### src/rtl/mux_pipe_reg.sv
// N-to-1 channel select feeding a registered output stage with a one-entry skid buffer.
// Optional flush support is compiled in with the MUX_PIPE_FLUSH_EN macro.
module mux_pipe_reg #(
    parameter int unsigned      WIDTH     = 32,
    parameter int unsigned      NUM_IN    = 4,
    parameter logic [WIDTH-1:0] RESET_VAL = '0,
    localparam int unsigned     SEL_W     = (NUM_IN > 1) ? $clog2(NUM_IN) : 1
) (
    input  logic                     clk,
    input  logic                     rst_n,
    input  logic [NUM_IN*WIDTH-1:0]  in_data,
    input  logic [SEL_W-1:0]         sel,
    input  logic                     in_valid,
    output logic                     in_ready,
    output logic [WIDTH-1:0]         out_data,
    output logic                     out_valid,
    input  logic                     out_ready,
    input  logic                     flush
);

    logic [WIDTH-1:0] sel_word;
    logic [WIDTH-1:0] main_data_q, main_data_d;
    logic             main_valid_q, main_valid_d;
    logic [WIDTH-1:0] skid_data_q, skid_data_d;
    logic             skid_valid_q, skid_valid_d;
    logic             accept;
    logic             xfer;
    logic             flush_act;

`ifdef MUX_PIPE_FLUSH_EN
    assign flush_act = flush;
`else
    logic unused_flush;
    assign unused_flush = flush;
    assign flush_act    = 1'b0;
`endif

    // Out-of-range selects fall through to channel 0.
    always_comb begin
        sel_word = in_data[WIDTH-1:0];
        for (int unsigned k = 1; k < NUM_IN; k++) begin
            if (sel == SEL_W'(k)) begin
                sel_word = in_data[k*WIDTH +: WIDTH];
            end
        end
    end

    assign accept = in_valid && !skid_valid_q;
    assign xfer   = main_valid_q && out_ready;

    always_comb begin
        main_data_d  = main_data_q;
        main_valid_d = main_valid_q;
        skid_data_d  = skid_data_q;
        skid_valid_d = skid_valid_q;
        if (flush_act) begin
            main_data_d  = RESET_VAL;
            main_valid_d = 1'b0;
            skid_valid_d = 1'b0;
        end else if (skid_valid_q) begin
            if (xfer) begin
                main_data_d  = skid_data_q;
                skid_valid_d = 1'b0;
            end
        end else if (accept) begin
            if (!main_valid_q || xfer) begin
                main_data_d  = sel_word;
                main_valid_d = 1'b1;
            end else begin
                // Main is stalled: park the new beat so in_ready can stay registered.
                skid_data_d  = sel_word;
                skid_valid_d = 1'b1;
            end
        end else if (xfer) begin
            main_valid_d = 1'b0;
        end
    end

    always_ff @(posedge clk) begin
        if (!rst_n) begin
            main_data_q  <= RESET_VAL;
            main_valid_q <= 1'b0;
            skid_data_q  <= RESET_VAL;
            skid_valid_q <= 1'b0;
        end else begin
            main_data_q  <= main_data_d;
            main_valid_q <= main_valid_d;
            skid_data_q  <= skid_data_d;
            skid_valid_q <= skid_valid_d;
        end
    end

    assign in_ready  = !skid_valid_q;
    assign out_data  = main_data_q;
    assign out_valid = main_valid_q;

endmodule
### config.mk
export PLATFORM = sky130hd
export DESIGN_NAME = mux_pipe_reg
export DESIGN_NICKNAME = d
export VERILOG_FILES = /design/src/rtl/mux_pipe_reg.sv
export SDC_FILE = /design/constraint.sdc
export NUM_CORES = 1
export LEC_CHECK = 0
export ABC_AREA = 1
export CAP_MARGIN = 20
export CELL_PAD_IN_SITES_DETAIL_PLACEMENT = 1
export CELL_PAD_IN_SITES_GLOBAL_PLACEMENT = 1
export CORE_MARGIN = 2
export CORE_UTILIZATION = 25
export DETAILED_ROUTE_END_ITERATION = 8
export PLACE_DENSITY = 0.84
export SLEW_MARGIN = 5
export SYNTH_ARGS = -nofsm -noshare
export SYNTH_HDL_FRONTEND = slang
export SYNTH_SLANG_ARGS = --single-unit
### constraint.sdc
create_clock -name clk -period 3.23 [get_ports clk]
set_clock_uncertainty 0.1 [all_clocks]
set_input_delay 0.323 -clock clk [delete_from_list [all_inputs] [get_ports clk]]
set_output_delay 0.323 -clock clk [all_outputs]
set_load 0.02 [all_outputs]
==> results.py, run 1 <==
metrics = {
    "clock_tree": {
        "cts_resized": 0,
        "cts_tree": "done",
        "htree_levels": 3,
        "cts.reportedPaths.clkPinSlew_ns": 0.05,
        "cts_buffers": 9,
        "cts_sinks": 66,
        "post_cts_buffers": 0,
        "cts_buffer_depth": 2,
        "hold_buffers": 0,
        "root_buffer": "clkbuf_16",
        "clk_latency_ns": 0.33,
    },
    "floorplan": {
        "die_area_sq_mm": 0.0170,
        "core_area_sq_mm": 0.0158,
        "io_pins": 169,
        "die_w_um": 131,
        "start_util_pct": 25.4,
        "die_y_um": 131,
        "rows": 46,
    },
    "sta": {
        "fmaxAchievable_mhz": 445,
        "relSlewSlack_pct": 56.8,
        "tns_ns": 0,
        "rsz0062_at_grt": "no",
        "finalCriticalPeriod_ns": 2.25,
        "setup_viol_count_final": 0,
        "slew_violations": 0,
        "min_period_over_period_pct": 69.6,
        "worst_slew_pin_slew_ns": 0.647,
        "finalWorstSetupSlack_ns": 0.982,
        "hold_viol_final": 0,
        "whs_ns": 0.434,
    },
    "critical_path": {
        "start_kind": "register",
        "cpPeakStageDelay_ns": 0.65,
        "critPathKind": "reg -> out",
        "crit_slowest_cell": "clkdlybuf4s50_1",
        "worstPathMaxFanout": 20,
        "critPathCaptureType": "output port",
        "path_cells": "inv_4 > buf_4 > clkdlybuf4s50_1",
        "worstPathRequired_ns": 2.81,
        "arrival_ns": 1.83,
    },
    "cells_and_area": {
        "insertedDiodeCount": 0,
        "area_growth_pct": 53.7,
        "drive_gt1_share_pct": 4.84,
        "stdcell_count": 1042,
        "final_common_cell": "nand2_1",
        "mostFrequentLayoutCells": "nand2_1, clkdlybuf4s50_1, inv_1, a21oi_1, dfxtp_1",
        "num-nets-final": 956,
    },
    "power_and_ir_drop": {
        "total_power_uw": 2690,
        "power_density_mw_per_mm2": 437,
        "p_leak_uw": 0.00302,
        "vdd_drop_max_v": 0.000232,
    },
    "detailed_routing": {
        "first_pass_iters": 4,
        "num_vias": 4792,
        "top_layer_used": "met5",
        "m1WireLength_mm": 6.65,
        "wl_met3_mm": 1.15,
        "routed_via_density": 4.60,
        "wl_met2_mm": 7.65,
        "drc": 0,
        "drt-wirelength-per-cell_um": 15.0,
        "drt-total-wl_mm": 15.6,
        "drt_iter0_drc": 233,
        "ant_nets": 0,
    },
    "grt": {
        "antenna_found_initial": 1,
        "grt_max_degree": 37,
        "grtUsageTotal_pct": 18.9,
        "grt-ovfl-total": 0,
        "grt_pass1_vias": 4980,
        "grt_first_pass_wirelength_mm": 25.0,
    },
    "placement": {
        "port_buffers": 167,
        "dp_slack_ns": 0.629,
        "place_congestion": 0.773,
        "dp.final_hpwl_mm": 11.1,
        "dp_cells": 1026,
    },
    "yosys": {
        "yosysSeqAreaShare_pct": 33.0,
        "ys_ff_latch": 66,
        "yosysUniqueCellTypes": 21,
        "syn_area_sq_mm": 0.00400,
        "syn_nets": 810,
        "syn_avg_cell_area_sq_um": 5.93,
        "ys_warn_count": 0,
        "synth_cells": 675,
    },
    "status": {
        "status": "finished clean",
    },
    "job": {
        "max-cap-violations": 0,
    },
    "min_path": {
        "hold_class": "reg -> reg",
    },
}
[logic make-up (layout without fill, tap and decap cells)]
family / count (synthesis) / in the layout / synth area share (%)
AOI/OAI and AO/OA: 165 / 165 / 20.8
buffers and inverters: 179 / 330 / 18.8
DFF: 66 / 66 / 33.0
and+or+nand+nor: 265 / 265 / 27.4
[synthesized netlist by cell type]
library cell	count	share of area, %
buf_2	19	2.4
inv_4	1	0.16
nand3_1	63	7.9
a21oi_2	1	0.22
nand2_2	2	0.31
nand2_1	197	18
o21ai_0	35	4.4
buf_4	4	0.75
clkbuf_1	11	1.0
clkbuf_2	1	0.12
nand3_2	1	0.25
dfxtp_1	66	33
a21oi_1	97	12
inv_1	130	12
o21ai_2	1	0.22
or2_2	1	0.16
nor2_4	1	0.28
buf_6	5	1.4
buf_1	5	0.47
o21ai_1	31	3.9
inv_2	3	0.28
[through the flow]
stage,instance area (sq um),util [%]
6_report,6150,39.0
5_1_grt,6150,39.0
4_1_cts,6150,39.0
3_5_place_dp,5810,36.8
3_3_place_gp,5810,36.8
2_1_floorplan,4000,-
[cell type report]
type                            count  area [sq um]
Clock buffer                        9           225
Clock inverter                      7           118
Fill cell                        2083          9620
Inverter                          134           505
Multi-Input combinational cell    430          1930
Sequential cell                    66          1320
Tap cell                          216           270
Timing Repair Buffer              180          1780
[metal layers]
metal | GRT usage, % | vias to the layer above
met5 | 0 | -
met2 | 35.2 | 141
met4 | 3.50 | 2
li1 | - | 2378
met3 | 5.90 | 11
met1 | 21.2 | 2260
[path summary, 6_finish.rpt]
kind	from	endpoint	slack, ns	depth (start not counted)
worst min-delay path	skid_data_q[1]	out_data[1]	0.43	2
worst max register to register	skid_valid_q	skid_data_q[7]	1.24	6
worst max-delay path	skid_valid_q	in_ready	0.98	3
worst min register to register	skid_data_q[1]	out_data[1]	0.43	2
[power breakdown]
part	internal (uW)	total (uW)	switching [uW]
Clock	752	1130	376
Combinational	315	656	340
Sequential	873	903	29.4
[critical path, delay by kind of cell (launching register included)]
family | cells | cell delay, ns
buffers and inverters | 3 | 1.15
flip-flops | 1 | 0.34
[flip-flops by register name, summed over array words and instances (netlist names)]
signal / count
out_valid: 1
out_data: 32
skid_data_q: 32
skid_valid_q: 1
Power figures use the tool's default switching activity.
==> run 2, diff against run 1 <==
clock period = 2.3 ns   (was 3.23 ns; I/O delays follow)
==> run 2 against run 1 <==
  * Setup slack worse by 0.41 ns
  * Die area stayed put
  * Wire length decreased by 0.58%
  * Largest cell class unchanged
==> results.py, run 2 (synthesis gave the netlist of run 1 again) <==
metrics = {
    "sta": {
        "slew_violations": 0,
        "tns_ns": 0,
        "worst_slew_pin_slew_ns": 0.673,
        "relSlewSlack_pct": 55.2,
        "fmaxAchievable_mhz": 579,
        "hold_viol_final": 0,
        "min_period_over_period_pct": 75.1,
        "whs_ns": 0.423,
        "setup_viol_count_final": 0,
        "finalCriticalPeriod_ns": 1.73,
        "rsz0062_at_grt": "no",
    },
    "cells_and_area": {
        "insertedDiodeCount": 0,
        "mostFrequentLayoutCells": "nand2_1, clkdlybuf4s50_1, inv_1, a21oi_1, dfxtp_1",
        "num-nets-final": 964,
        "drive_gt1_share_pct": 5.64,
        "area_growth_pct": 54.9,
        "final_common_cell": "nand2_1",
    },
    "clock_tree": {
        "post_cts_buffers": 0,
        "cts_tree": "done",
        "cts_resized": 0,
        "clk_latency_ns": 0.33,
        "cts_sinks": 66,
        "cts_buffers": 9,
        "root_buffer": "clkbuf_16",
        "cts_buffer_depth": 2,
        "hold_buffers": 0,
        "htree_levels": 3,
        "cts.reportedPaths.clkPinSlew_ns": 0.06,
    },
    "floorplan": {
        "start_util_pct": 25.4,
        "rows": 46,
        "core_area_sq_mm": 0.0158,
        "io_pins": 169,
        "die_w_um": 131,
        "die_area_sq_mm": 0.0170,
        "die_y_um": 131,
    },
    "critical_path": {
        "reg2reg_from": "skid_valid_q",
        "worstSetupStartpoint": "out_ready",
        "path_buf_inv": 3,
        "start_kind": "input port",
        "reg2reg_depth": 6,
        "crit_slowest_cell": "clkdlybuf4s50_1",
        "worstPathMaxFanout": 65,
        "path_cells": "clkdlybuf4s50_1 > nor2_4 > nand3_2 > buf_4 > a21oi_1 > o21ai_1 > inv_1",
        "reg2reg_to": "out_data[9]",
        "critPathKind": "in -> reg",
        "reg2reg_slack_ns": 0.59,
        "worstPathRequired_ns": 2.43,
        "critPathCaptureType": "register",
        "critPathTopFamily": "buffers and inverters",
        "cpPeakStageDelay_ns": 0.56,
        "arrival_ns": 1.86,
    },
    "detailed_routing": {
        "drt-total-wl_mm": 15.5,
        "routed_via_density": 4.54,
        "drc": 0,
        "drt_iter0_drc": 209,
        "first_pass_iters": 4,
        "drt-wirelength-per-cell_um": 14.8,
        "ant_nets": 0,
        "num_vias": 4771,
    },
    "min_path": {
        "hold_class": "reg -> reg",
        "hold_path_end": "out_data[1]",
        "hold_depth": 2,
        "hp-start": "out_data[1]",
    },
    "grt": {
        "grt-ovfl-total": 0,
        "grtUsageTotal_pct": 18.6,
        "grt_first_pass_wirelength_mm": 24.5,
        "antenna_found_initial": 0,
        "grt_max_degree": 66,
        "grt_pass1_vias": 4926,
    },
    "power_and_ir_drop": {
        "power_density_mw_per_mm2": 594,
        "vdd_drop_max_v": 0.000308,
        "p_leak_uw": 0.00306,
    },
    "placement": {
        "port_buffers": 167,
        "dp.final_hpwl_mm": 11.4,
        "place_congestion": 0.834,
    },
    "job": {
        "max-cap-violations": 0,
    },
    "status": {
        "status": "finished clean",
    },
}
## run 2: changes by cell type in the layout (fill, tap and decap cells not counted)
cell / previous run / this run
clkinvlp_4: 3 / 1
bufinv_16: 3 / 2
clkbuf_1: 0 / 1
clkbuf_8: 0 / 1
buf_4: 12 / 19
buf_12: 1 / 2
clkinv_2: 1 / 2
## run 2: worst max path at each step
stage                      end  slack, ns  depth (start not counted)
6_report        skid_data_q[4]       0.57                          7
5_1_grt            out_data[9]       0.43                          6
4_1_cts               in_ready       0.58                          2
3_5_place_dp   skid_data_q[15]       0.27                          7
3_3_place_gp   skid_data_q[12]       0.35                         10
2_1_floorplan  skid_data_q[12]       0.84                          7
## run 2: power by group
group	switching [uW]	internal [uW]
registers	42.4	1230
clock network	507	974
logic	480	455
total	1030	2660
## run 2: area by class of cell
type	instances	area, sq um
Multi-Input combinational cell	430	1930
Inverter	134	505
Timing Repair Buffer	188	1850
Fill cell	2066	9570
Sequential cell	66	1320
Clock buffer	11	243
Clock inverter	5	77.6
Tap cell	216	270
## run 2: routing by layer
layer | vias up | track usage [%] | part of all wire [%]
met4 | 0 | 5.07 | 1.7
met3 | 21 | 6.51 | 7.8
met2 | 140 | 33.9 | 49
met1 | 2216 | 20.4 | 42
li1 | 2394 | - | -
met5 | - | 0 | 0
## run 2: stage by stage
| step | power [uW] | utilization, % | instances | setup WS [ns] | instance area (sq um) |
|---|---|---|---|---|---|
| finish | 3690 | 39.3 | 1050 | 0.572 | 6200 |
| floorplan | 1740 | - | 675 | 0.840 | 4000 |
| global route | 3880 | 39.3 | 1050 | 0.425 | 6200 |
| CTS | 3740 | 39.3 | 1050 | 0.576 | 6200 |
| global placement | 2220 | 37.3 | 1034 | 0.351 | 5880 |
| detailed placement | 2240 | 37.3 | 1034 | 0.267 | 5880 |
## run 2: worst register-to-register path, delay by kind of cell (launching register included)
| family | cells | cell delay, ns |
|---|---|---|
| buffers and inverters | 2 | 0.59 |
| DFF | 1 | 0.39 |
| and+or+nand+nor | 1 | 0.11 |
| AOI/OAI and AO/OA | 3 | 0.46 |
